$ cat config.mk
export PLATFORM = sky130hd
export DESIGN_NAME = mc_alu_ctrl
export DESIGN_NICKNAME = d
export VERILOG_FILES = /design/src/rtl/mc_ctrl_pkg.sv /design/src/rtl/mc_alu_dec.sv /design/src/rtl/mc_alu_ctrl.sv
export SDC_FILE = /design/constraint.sdc
export NUM_CORES = 1
export LEC_CHECK = 0
export BUFFER_PORTS_ARGS = -buffer_cell sky130_fd_sc_hd__buf_4
export CAP_MARGIN = 20
export CORE_AREA = 4 4 51 53
export CTS_BUF_LIST = sky130_fd_sc_hd__clkbuf_2 sky130_fd_sc_hd__clkbuf_4 sky130_fd_sc_hd__clkbuf_8
export DETAILED_ROUTE_END_ITERATION = 7
export DIE_AREA = 0 0 55 57
export PLACE_DENSITY = 0.67
export SYNTH_ARGS = -nofsm -noshare
export SYNTH_HDL_FRONTEND = slang
export SYNTH_SLANG_ARGS = --single-unit
$ cat constraint.sdc
create_clock -name Clk -period 1.45 [get_ports Clk]
set_input_delay 0.2175 -clock Clk [delete_from_list [all_inputs] [get_ports Clk]]
set_output_delay 0.2175 -clock Clk [all_outputs]
set_load 0.02 [all_outputs]
$ cat src/rtl/mc_ctrl_pkg.sv
// Shared encodings for the multi-cycle MIPS-subset controller: states,
// opcode/function fields, ALU controls and datapath select codes.
package mc_ctrl_pkg;

  typedef enum logic [2:0] {
    ST_IF  = 3'd0,
    ST_ID  = 3'd1,
    ST_EXE = 3'd2,
    ST_MEM = 3'd3,
    ST_WB  = 3'd4,
    ST_EXC = 3'd5
  } state_e;

  localparam logic [5:0] OP_RTYPE = 6'b000000;
  localparam logic [5:0] OP_ADDI  = 6'b001000;
  localparam logic [5:0] OP_ANDI  = 6'b001100;
  localparam logic [5:0] OP_ORI   = 6'b001101;
  localparam logic [5:0] OP_LW    = 6'b100011;
  localparam logic [5:0] OP_SW    = 6'b101011;
  localparam logic [5:0] OP_BEQ   = 6'b000100;
  localparam logic [5:0] OP_BNE   = 6'b000101;
  localparam logic [5:0] OP_J     = 6'b000010;

  localparam logic [5:0] FN_ADD = 6'b100000;
  localparam logic [5:0] FN_SUB = 6'b100010;
  localparam logic [5:0] FN_AND = 6'b100100;
  localparam logic [5:0] FN_OR  = 6'b100101;

  localparam logic [1:0] ALU_ADD = 2'b00;
  localparam logic [1:0] ALU_SUB = 2'b01;
  localparam logic [1:0] ALU_AND = 2'b10;
  localparam logic [1:0] ALU_OR  = 2'b11;

  // ALU operand B sources
  localparam logic [1:0] SRCB_REGB  = 2'b00;
  localparam logic [1:0] SRCB_FOUR  = 2'b01;
  localparam logic [1:0] SRCB_BROFF = 2'b10;
  localparam logic [1:0] SRCB_IMM   = 2'b11;

  // PC load sources
  localparam logic [1:0] PC_ALU    = 2'b00;
  localparam logic [1:0] PC_ALUOUT = 2'b01;
  localparam logic [1:0] PC_JUMP   = 2'b10;
  localparam logic [1:0] PC_EXC    = 2'b11;

  localparam logic CAUSE_OVF = 1'b0;
  localparam logic CAUSE_ILL = 1'b1;

endpackage

$ cat src/rtl/mc_alu_dec.sv
// Combinational instruction decode: ALU control, immediate extension mode,
// illegal-instruction flag and overflow-capable (arithmetic) flag.
module mc_alu_dec
  import mc_ctrl_pkg::*;
(
  input  logic [5:0] op,
  input  logic [5:0] func,
  output logic [1:0] aluc,
  output logic       extz,
  output logic       illegal,
  output logic       arith
);

  always_comb begin
    aluc    = ALU_ADD;
    extz    = 1'b0;
    illegal = 1'b0;
    arith   = 1'b0;
    case (op)
      OP_RTYPE: begin
        case (func)
          FN_ADD: begin
            aluc  = ALU_ADD;
            arith = 1'b1;
          end
          FN_SUB: begin
            aluc  = ALU_SUB;
            arith = 1'b1;
          end
          FN_AND:  aluc = ALU_AND;
          FN_OR:   aluc = ALU_OR;
          default: illegal = 1'b1;
        endcase
      end
      OP_ADDI: begin
        aluc  = ALU_ADD;
        arith = 1'b1;
      end
      // Logical immediates are zero-extended, so they never overflow
      OP_ANDI: begin
        aluc = ALU_AND;
        extz = 1'b1;
      end
      OP_ORI: begin
        aluc = ALU_OR;
        extz = 1'b1;
      end
      OP_LW, OP_SW, OP_J: aluc = ALU_ADD;
      OP_BEQ, OP_BNE:     aluc = ALU_SUB;
      default:            illegal = 1'b1;
    endcase
  end

endmodule

$ cat src/rtl/mc_alu_ctrl.sv
// Multi-cycle control FSM for a MIPS-subset datapath: IF/ID/EXE/MEM/WB/EXC
// sequencing, datapath strobes and overflow / illegal-opcode traps.
module mc_alu_ctrl
  import mc_ctrl_pkg::*;
#(
  parameter bit OVF_TRAP = 1'b1
) (
  input  logic       Clk,
  input  logic       Rst,
  input  logic [5:0] Op,
  input  logic [5:0] Func,
  input  logic       Z,
  input  logic       V,
  input  logic       Mrdy,
  output logic [1:0] Aluc,
  output logic       AluSrcA,
  output logic [1:0] AluSrcB,
  output logic       ExtZ,
  output logic       PcWrite,
  output logic [1:0] PcSrc,
  output logic       IorD,
  output logic       MemRead,
  output logic       MemWrite,
  output logic       IrWrite,
  output logic       RegWrite,
  output logic       RegDst,
  output logic       MemToReg,
  output logic       Exc,
  output logic       Cause,
  output logic [2:0] State
);

  state_e     state_q, state_d;
  logic       cause_q, cause_d;

  logic [1:0] dec_aluc;
  logic       dec_extz;
  logic       dec_illegal;
  logic       dec_arith;

  logic       is_rtype;
  logic       is_lw;
  logic       is_sw;
  logic       is_beq;
  logic       is_br;
  logic       is_j;
  logic       ovf_trap;

  mc_alu_dec u_dec (
    .op      (Op),
    .func    (Func),
    .aluc    (dec_aluc),
    .extz    (dec_extz),
    .illegal (dec_illegal),
    .arith   (dec_arith)
  );

  assign is_rtype = (Op == OP_RTYPE);
  assign is_lw    = (Op == OP_LW);
  assign is_sw    = (Op == OP_SW);
  assign is_beq   = (Op == OP_BEQ);
  assign is_br    = (Op == OP_BEQ) || (Op == OP_BNE);
  assign is_j     = (Op == OP_J);
  assign ovf_trap = OVF_TRAP && dec_arith && V;

  always_comb begin
    state_d = state_q;
    cause_d = cause_q;
    case (state_q)
      ST_IF: begin
        if (Mrdy) state_d = ST_ID;
      end
      ST_ID: begin
        if (is_j) begin
          state_d = ST_IF;
        end else if (dec_illegal) begin
          state_d = ST_EXC;
          cause_d = CAUSE_ILL;
        end else begin
          state_d = ST_EXE;
        end
      end
      ST_EXE: begin
        if (is_lw || is_sw) begin
          state_d = ST_MEM;
        end else if (is_br) begin
          state_d = ST_IF;
        end else if (ovf_trap) begin
          state_d = ST_EXC;
          cause_d = CAUSE_OVF;
        end else begin
          state_d = ST_WB;
        end
      end
      ST_MEM: begin
        if (Mrdy) state_d = is_lw ? ST_WB : ST_IF;
      end
      ST_WB:   state_d = ST_IF;
      ST_EXC:  state_d = ST_IF;
      default: state_d = ST_IF;
    endcase
  end

  always_ff @(posedge Clk or posedge Rst) begin
    if (Rst) begin
      state_q <= ST_IF;
      cause_q <= 1'b0;
    end else begin
      state_q <= state_d;
      cause_q <= cause_d;
    end
  end

  // Outputs are gated by Rst directly so strobes drop in the same cycle
  // that reset is raised, without waiting for a clock edge.
  always_comb begin
    Aluc     = ALU_ADD;
    AluSrcA  = 1'b0;
    AluSrcB  = SRCB_REGB;
    ExtZ     = 1'b0;
    PcWrite  = 1'b0;
    PcSrc    = PC_ALU;
    IorD     = 1'b0;
    MemRead  = 1'b0;
    MemWrite = 1'b0;
    IrWrite  = 1'b0;
    RegWrite = 1'b0;
    RegDst   = 1'b0;
    MemToReg = 1'b0;
    Exc      = 1'b0;
    Cause    = 1'b0;
    if (!Rst) begin
      case (state_q)
        ST_IF: begin
          MemRead = 1'b1;
          AluSrcB = SRCB_FOUR;
          IrWrite = Mrdy;
          PcWrite = Mrdy;
        end
        ST_ID: begin
          AluSrcB = SRCB_BROFF;
          if (is_j) begin
            PcWrite = 1'b1;
            PcSrc   = PC_JUMP;
          end
        end
        ST_EXE: begin
          AluSrcA = 1'b1;
          Aluc    = dec_aluc;
          ExtZ    = dec_extz;
          AluSrcB = (is_rtype || is_br) ? SRCB_REGB : SRCB_IMM;
          if (is_br) begin
            PcSrc   = PC_ALUOUT;
            PcWrite = is_beq ? Z : ~Z;
          end
        end
        ST_MEM: begin
          IorD     = 1'b1;
          MemRead  = is_lw;
          MemWrite = is_sw;
        end
        ST_WB: begin
          RegWrite = 1'b1;
          RegDst   = is_rtype;
          MemToReg = is_lw;
        end
        ST_EXC: begin
          Exc     = 1'b1;
          PcWrite = 1'b1;
          PcSrc   = PC_EXC;
          Cause   = cause_q;
        end
        default: ;
      endcase
    end
  end

  assign State = state_q;

endmodule

## Word-level counts from Yosys, hierarchy flattened

Index checks and enable logic that the tools add are counted.

| storage, ports and cells | value |
|---|---|
| output and inout port bits | 21 |
| logic and storage cells | 99 |
| input bits | 17 |
| flip-flop bits (word level) | 4 |

| operators by class | value |
|---|---|
| multiplexer cells | 58 |
| bitwise logic cells | 1 |
| reductions and logical operators | 14 |
| eq/ne operators | 24 |

Operator list:

| kind | number |
|---|---|
| 6-bit equality test (second input constant) | 6 |
| 1-bit two-way mux | 35 |
| 3-bit two-way mux | 7 |
| 6-bit by 4-bit equality test with 1-bit output (second input constant) | 3 |
| 2-bit case mux with 3 select lines | 3 |
| 2-bit inequality test (second input constant) | 7 |
| 6-bit by 3-bit equality test with 1-bit output (second input constant) | 2 |
| 2-bit two-way mux | 6 |
| 3-bit case mux with 4 select lines | 1 |
| 1-bit case mux with 2 select lines | 4 |
| 2-bit case mux with 4 select lines | 1 |
| 8-bit OR reduction | 1 |
| 3-bit by 2-bit equality test with 1-bit output (second input constant) | 2 |
| 3-bit equality test (second input constant) | 2 |
| 6-bit by 2-bit equality test with 1-bit output (second input constant) | 1 |
| 6-bit zero test | 1 |
| 6-bit AND reduction | 1 |
| 2-bit OR reduction | 3 |
| 1-bit case mux with 4 select lines | 1 |
| 4-bit OR reduction | 1 |
| 3-bit by 1-bit equality test with 1-bit output (second input constant) | 1 |
| 3-bit zero test | 1 |
| 1-bit logical OR | 3 |
| 2-bit AND reduction | 1 |
| 3 further kinds | 3 |

## Logic depth before layout (Yosys ltp)

Gate-level depths: netlist of run 1.

| logic depth | value |
|---|---|
| word-level depth | 9 |
| depth in mapped cells | 5 |
| mapped depth without buffers | 4 |

## By module

A second synthesis of run 1 with hierarchy kept.

| unflattened totals | value |
|---|---|
| cells, all modules | 100 |
| area total of the unflattened synthesis | 695.7 µm² |

By module, submodules not included:

| module | area each (µm²) | cells an instance | seq. area each (µm²) | times used |
|---|---|---|---|---|
| mc_alu_ctrl | 516.7 | 75 | 100.1 | 1 |
| mc_alu_dec | 178.9 | 25 | 0.0 | 1 |

## Least setup slack after synthesis of run 1

No wires, ideal clock.

| timing path | value |
|---|---|
| kind | input-to-output |
| start point | input port Op[3] |
| end point | output port AluSrcB[0] |
| arrival | 1859 ps |
| setup slack | -627 ps |
| path buffers | 1 |
| required time | 1233 ps |
| stages | 5 |
| cell sequence | clkbuf_1 > inv_1 > nand2_1 > nand2_1 > a2111oi_0 |

| on the way | value |
|---|---|
| cells in the longest elaborated chain, start to end | 6 |
| elaborated cells between the ends (all ways) | 8 |
| classes of those cells | eq/ne: 2; mux: 3; reduce/logical: 3 |

RTL lines:

| what | RTL line | text |
|---|---|---|
| start: declaration | mc_alu_ctrl.sv:10 | `input logic [5:0] Op,` |
| 6-bit by 3-bit equality test with 1-bit output | mc_alu_ctrl.sv:62 | `assign is_br = (Op == OP_BEQ) \|\| (Op == OP_BNE);` |
| 1-bit logical OR | mc_alu_ctrl.sv:62 |  |
| 1-bit logical OR (*) | mc_alu_ctrl.sv:151 | `AluSrcB = (is_rtype \|\| is_br) ? SRCB_REGB : SRCB_IMM;` |
| 2-bit two-way mux (*) | mc_alu_ctrl.sv:151 |  |
| 2-bit case mux with 3 select lines (*) | mc_alu_ctrl.sv:133 | `case (state_q)` |
| 2-bit two-way mux (*) | mc_alu_ctrl.sv:132 | `if (!Rst) begin` |
| end: declaration | mc_alu_ctrl.sv:17 | `output logic [1:0] AluSrcB,` |

Mark *: on every way between the ends. The rest lies on a longest branch, timed or not.

## Worst setup path after layout of run 1

| timing path | value |
|---|---|
| start point | register state_q[1] (netlist: State[1]) |
| end point | output port PcWrite |

| on the way | value |
|---|---|
| cells in the longest elaborated chain, start to end | 3 |
| elaborated cells between the ends (all ways) | 6 |
| classes of those cells | eq/ne: 3; mux: 2; reduce/logical: 1 |

RTL lines:

| what | RTL line | text |
|---|---|---|
| start: declaration | mc_alu_ctrl.sv:33 | `state_e state_q, state_d;` |
| start signal: assignment | mc_alu_ctrl.sv:109 | `state_q <= state_d;` |
| 3-bit equality test (tied with other cells) | mc_alu_ctrl.sv:133 |  |
| 1-bit case mux with 4 select lines (*) | mc_alu_ctrl.sv:133 |  |
| 1-bit two-way mux (*) | mc_alu_ctrl.sv:132 |  |
| end: declaration | mc_alu_ctrl.sv:19 | `output logic PcWrite,` |

Marks and branches as above.

==> results.txt, run 1 <==
total CTS buffers -> 3
Skew-Pair Late Insertion Delay -> 0.25 ns
combinational power share -> 77.3%
commonest cells in the synthesized netlist -> nand2_1, nor3_1, a21oi_1, nor2_1
met2 wire length -> 1630 um
layout cells sized above 1 -> 77.4%
sw power -> 0.000738 W
Final Hold Vio Count -> 0
routability cong. -> 0.814
Tmin final -> 1.72 ns
drt first pass iters -> 4
Core Footprint -> 2150 um2
crit path cell chain -> nor2b_2 -> a41oi_2 -> or3_4 -> a21oi_4 -> buf_6
port buffer count -> 37
Synth area leaders -> dfrtp_1, nor3_1, a21oi_1, nor2b_1, nand2_1
final net count -> 186
WL met3 -> 186 um
WHS -> 0.125 ns
Internal -> 0.00103 W
1st-iter DRT viols -> 12
Distinct cells, synth -> 36
final wirelength -> 2930 um
Mean Syn Cell Area -> 7.09 um2
final setup fails -> 20
status -> finished, violations left
CTS tree -> yes
critical path's slowest cell -> dfrtp_2
filler instances -> 149
Flop pwr share -> 12.6%
starting density of the core -> 28.4%
first-pass GRT wire length -> 4890 um
Peak Freq -> 580 MHz
met1 wire length -> 1060 um
Sw Share -> 41.8%
I/O pin cnt -> 38
clock network power share -> 10.0%
Slew HR -> 77.2%
total power -> 0.00176 W
Syn Inst Count -> 86
Worst Max-Slew Pin Slew -> 0.338 ns
die height -> 57 um
Setup Skew -> 0.0112 ns
largest area contributor in the netlist -> dfrtp_1
Area Overhead vs Synth -> 169%
drt wl/cell -> 15.0 um
vias in the first global route -> 1087
pwr dens -> 1080 nW/um2
via/cell ratio -> 5.08
slack of the critical path -> -0.275 ns
number of flops mapped to enable cells by yosys -> 0
DP HPWL -> 1990 um
largest net degree at the start of global routing -> 9
Setup CP Type -> flip-flop to primary output
synthesized area -> 609 um2
Pleak -> 0.732 nW
DRC viols -> 0
nature of the critical path endpoint -> primary output
Root Buffer -> clkbuf_4
clock sinks -> 4
Most used DFF post-synth -> dfrtp_1
Routed Antenna Nets -> 0
Worst-path clk slew -> 0.05 ns
top cell type's share of synthesized area -> 16.4%
hold crit path type -> input port to async pin
Seq/Total Area, Yosys -> 16.4%
Max Slew Vio Count -> 0
Clock Path Buffers -> 2
crit start category -> flip-flop
slowest stage delay, CP -> 0.45 ns
CP Data Required Time -> 1.23 ns
Crit Path Max Fanout -> 4
Yosys warning total -> 0
maxcap violations -> 0
Synth async-reset ratio -> 100%
worst vdd ir -> 748 uV
Vias -> 996
Remaining Overflow, GRT -> 0
Antenna Cells -> 0
Mapped Nets -> 103
initial antenna violation count -> 0
RSZ-0062 raised after global routing -> true
Worst Path Arrival -> 1.51 ns
Die W -> 55 um
Highest Signal Layer -> met4
die area -> 3140 um2
Rows -> 17
failing checks -> negative setup slack
Seq cells post-synth -> 4
H-tree depth -> 1
GRT Util Overall -> 20.8%
fin crit share -> 119%
[power by group through the flow]
stage	Combinational, W	Clock, W	Sequential [W]
floorplan	0.000547	0	0.000220
global placement	0.000878	0	0.000244
detailed placement	0.000893	0	0.000243
CTS	0.00121	0.000176	0.000213
global route	0.00144	0.000187	0.000230
finish	0.00136	0.000177	0.000223
[metrics by stage]
stage	setup TNS, ns	setup slack (ns)	std cells	util, %	cell area (um2)
2_1_floorplan	-0.333	-0.0880	86	-	773
6_report	-2.89	-0.275	196	76.2	1640
5_1_grt	-3.82	-0.338	196	76.2	1640
3_3_place_gp	-1.37	-0.192	177	59.6	1280
3_5_place_dp	-1.43	-0.209	177	59.6	1280
4_1_cts	-2.53	-0.253	194	72.0	1550
[area by class of cell]
cell class | count | area [um2] | share of cell area [%]
flip-flops and latches | 4 | 104 | 6.35
clock buffers | 4 | 30.0 | 1.83
well taps | 28 | 35.0 | 2.14
repair buffers | 82 | 718 | 43.9
inverters | 5 | 18.8 | 1.15
multi-input cells | 73 | 731 | 44.6
[state kept, by name, indices dropped and copies added, names as in the netlist]
signal   flops
State        3
cause_q      1
[critical path: cells and delay by family, from the launching register on]
kind	cells	cell delay, ns
AND/OR/NAND/NOR	2	0.54
flip-flops	1	0.45
AO/OA/AOI/OAI	2	0.16
buffers and inverters	1	0.12
[cell families after synthesis]
group	count (synthesis)	share of synthesized area (%)
muxes	2	3.29
xor gates and xnor gates	1	1.44
and+or+nand+nor	48	48.0
DFF	4	16.4
buffers and inverters	9	5.75
AOI/OAI and AO/OA	22	25.1
[path summary, 6_finish.rpt]
| path | cells after the start | endpoint | slack [ns] | startpoint |
|---|---|---|---|---|
| hold reg to reg | 2 | cause_q | 0.54 | cause_q |
| hold / removal | 3 | State[0] | 0.13 | Rst |
| max in group asynchronous | 3 | State[1] | 1.20 | Rst |
| setup / recovery | 5 | PcWrite | -0.27 | State[1] |
| setup reg to reg | 6 | State[0] | -0.16 | State[1] |
| min in group Clk | 4 | State[0] | 0.37 | V |
[timing repair]
item / 4_1_cts / 5_1_grt
setup buffers: 13 / 3
hold buffers: 0 / 0
gates resized for setup: 35 / 19
endpoints found under the hold margin: 0 / 0
endpoints found under the setup margin: 19 / 21
pin swaps: 8 / 6
[cells in the final DEF (no fill, tap or decap), types with 4 or more instances in the layout]
master,count
a21oi_1,4
nor3_1,4
buf_6,22
buf_4,58
clkbuf_4,4
nand2_1,4
[layer usage]
metal | vias up | GRT usage [%]
li1 | 494 | -
met1 | 456 | 23.9
met2 | 41 | 39.9
met3 | 5 | 1.83
met4 | 0 | 4.17
met5 | - | 0
(Power assumes the default switching activity.)
==> run 2, diff against run 1 <==
==> constraint.sdc (replaced) <==
create_clock -name Clk -period 1.4 [get_ports Clk]
set_input_delay 0.21 -clock Clk [delete_from_list [all_inputs] [get_ports Clk]]
set_output_delay 0.21 -clock Clk [all_outputs]
set_load 0.02 [all_outputs]
==> run 2 against run 1 <==
Net effect:
- cell count did not move
- routed wire length shrank 5.6%
- total power down 4.6%
- global-route usage fell by 1.8 points
- sequential cell count unchanged
- critical path depth increased by 1
- the run still ends with negative setup slack left
- die area unchanged
- first-iteration DRC count increased by 8.3%
- clock skew is 0.00084 ns higher
- critical path type unchanged
- combinational power fell by 4%
- highest routed layer unchanged
- worst hold slack lost 0.035 ns
==> results.txt, run 2 (same netlist as run 1, synthesis figures left out) <==
Setup Skew -> 0.0120 ns (+0.000835 ns)
total power -> 0.00168 W (-4.6%)
1st-iter DRT viols -> 13 (+1)
Rows -> 17 (unchanged)
status -> finished, violations left
most frequent cells in the layout -> buf_4, buf_6, nand2_1
RR Startpoint -> State[2]
die height -> 57 um (unchanged)
initial antenna violation count -> 0 (unchanged)
fin crit share -> 122%
failing checks -> negative setup slack
reg2reg end -> State[2]
final wirelength -> 2770 um (-5.6%)
Root Buffer -> clkbuf_4
die area -> 3140 um2 (unchanged)
routability cong. -> 0.815 (+0.14%)
Antenna Cells -> 0 (unchanged)
drt wl/cell -> 14.1 um (-5.6%)
Worst Max-Slew Pin Slew -> 0.349 ns (+0.0102 ns)
Max Slew Vio Count -> 0 (unchanged)
Post-Layout Cell Count -> 196 (unchanged)
Remaining Overflow, GRT -> 0 (unchanged)
Worst-path clk slew -> 0.05 ns (about the same)
final setup fails -> 21 (+5.0%)
DRC viols -> 0 (unchanged)
Vias -> 968 (-2.8%)
Slew HR -> 76.5% (-0.69 points)
Crit Path Max Fanout -> 5 (+1)
Final Util -> 72.6% (-3.6 points)
Final Hold Vio Count -> 0 (unchanged)
port buffer count -> 37 (unchanged)
via/cell ratio -> 4.94 (-2.8%)
dpl cell area -> 1320 um2 (+3.2%)
CP Data Required Time -> 1.19 ns (-0.04 ns)
Worst Path Arrival -> 1.50 ns (about the same)
largest net degree at the start of global routing -> 11 (+2)
nature of the critical path endpoint -> primary output
sw power -> 0.000700 W (-5.2%)
Tmin final -> 1.71 ns
first-pass GRT wire length -> 4430 um (-9.3%)
Skew-Pair Late Insertion Delay -> 0.24 ns (about the same)
clock sinks -> 4 (unchanged)
Post-CTS Hold Fix Bufs -> 0 (unchanged)
worst r2r path cells -> 4 (-2)
Routed Antenna Nets -> 0 (unchanged)
pwr dens -> 1080 nW/um2 (+0.16%)
hold crit path type -> input port to async pin
Peak Freq -> 586 MHz
CTS tree -> yes
Flop pwr share -> 11.1% (-1.5 points)
Clock Path Buffers -> 2 (unchanged)
RSZ-0062 raised after global routing -> true
Cells after DPL -> 181 (+2.3%)
max reg flops -> 3 (unchanged)
Area Overhead vs Synth -> 156%
Pleak -> 0.713 nW (-2.7%)
I/O pin cnt -> 38 (unchanged)
commonest non-fill, non-tap cell in the layout -> buf_4
drt first pass iters -> 4 (unchanged)
clock network power share -> 10.7% (+0.7 points)
DP HPWL -> 2130 um (+6.9%)
Setup CP Type -> flip-flop to primary output
R2R setup slack -> -0.15 ns (about the same)
GRT Util Overall -> 19.0% (-1.8 points)
Sw Share -> 41.6% (-0.25 points)
Internal -> 0.000983 W (-4.2%)
total CTS buffers -> 3 (unchanged)
worst vdd ir -> 849 uV (+14%)
final net count -> 186 (unchanged)
combinational power share -> 78.1% (+0.8 points)
Core Footprint -> 2150 um2 (unchanged)
maxcap violations -> 0 (unchanged)
final instance area -> 1560 um2 (-4.7%)
H-tree depth -> 1 (unchanged)
crit start category -> flip-flop
slack of the critical path -> -0.306 ns (-0.0308 ns)
Die W -> 55 um (unchanged)
layout cells sized above 1 -> 71.4% (-6.0 points)
dpl ws -> -0.318 ns (-0.108 ns)
vias in the first global route -> 1033 (-5.0%)
starting density of the core -> 28.4% (unchanged)
[run 2: cell types whose count changed in the layout (fill, tap and decap cells not counted), moves of 2 or more]
cell / previous run / this run
and3_1: 0 / 2
buf_4: 58 / 63
nor2_1: 1 / 4
inv_2: 2 / 0
inv_1: 3 / 5
nand2_1: 4 / 6
and3_4: 3 / 1
buf_6: 22 / 16
nand2_4: 3 / 1
nor2_4: 3 / 0
[run 2: per-layer routing]
layer	GRT usage (%)	share of wire, %
met1	20.6	39
met2	34.6	56
met3	4.18	4.3
met4	6.94	1.0
met5	0	0
[run 2: worst max-delay path, stage by stage, from the launching register on]
cell     delay [ns]
dfrtp_2        0.44
buf_6          0.14
buf_12         0.12
nor2b_4        0.13
a31oi_2        0.05
nor3_2         0.20
buf_4          0.17
[run 2: metrics by stage]
step / hold WS (ns) / TNS (ns)
after CTS: 0.0937 / -3.72
after global routing: 0.104 / -5.23
after detailed placement: 0.328 / -2.17
after floorplan: -0.00731 / -0.701
final: 0.0902 / -3.88
after global placement: 0.313 / -1.91
[run 2: power by group through the flow]
stage	Sequential (W)	Combinational, W	Clock, W
2_1_floorplan	0.000228	0.000590	0
3_3_place_gp	0.000248	0.000948	0
4_1_cts	0.000236	0.00107	0.000182
6_report	0.000187	0.00131	0.000181
3_5_place_dp	0.000249	0.000964	0
5_1_grt	0.000188	0.00139	0.000202
[run 2: timing repair]
item                                    CTS  global route
endpoints found under the setup margin   20            21
gates resized for setup                  21             8
hold endpoints to repair                  0             0
pin swaps                                 9             4
buffers inserted                          5             7
[run 2: worst max-delay path by stage]
stage / to / slack, ns / start / depth (start not counted)
3_3_place_gp: PcWrite / -0.28 / Op[1] / 6
2_1_floorplan: Aluc[0] / -0.12 / Op[2] / 4
4_1_cts: AluSrcB[1] / -0.32 / State[1] / 6
5_1_grt: AluSrcB[1] / -0.36 / State[1] / 6
3_5_place_dp: PcWrite / -0.32 / Op[1] / 6
6_report: AluSrcB[1] / -0.31 / State[1] / 6
[run 2: area by class of cell]
cell class	instances	area (um2)
Clock buffer	4	30.0
Fill cell	172	589
Inverter	5	18.8
Tap cell	28	35.0
Multi-Input combinational cell	73	678
Timing Repair Buffer	82	693
Sequential cell	4	104
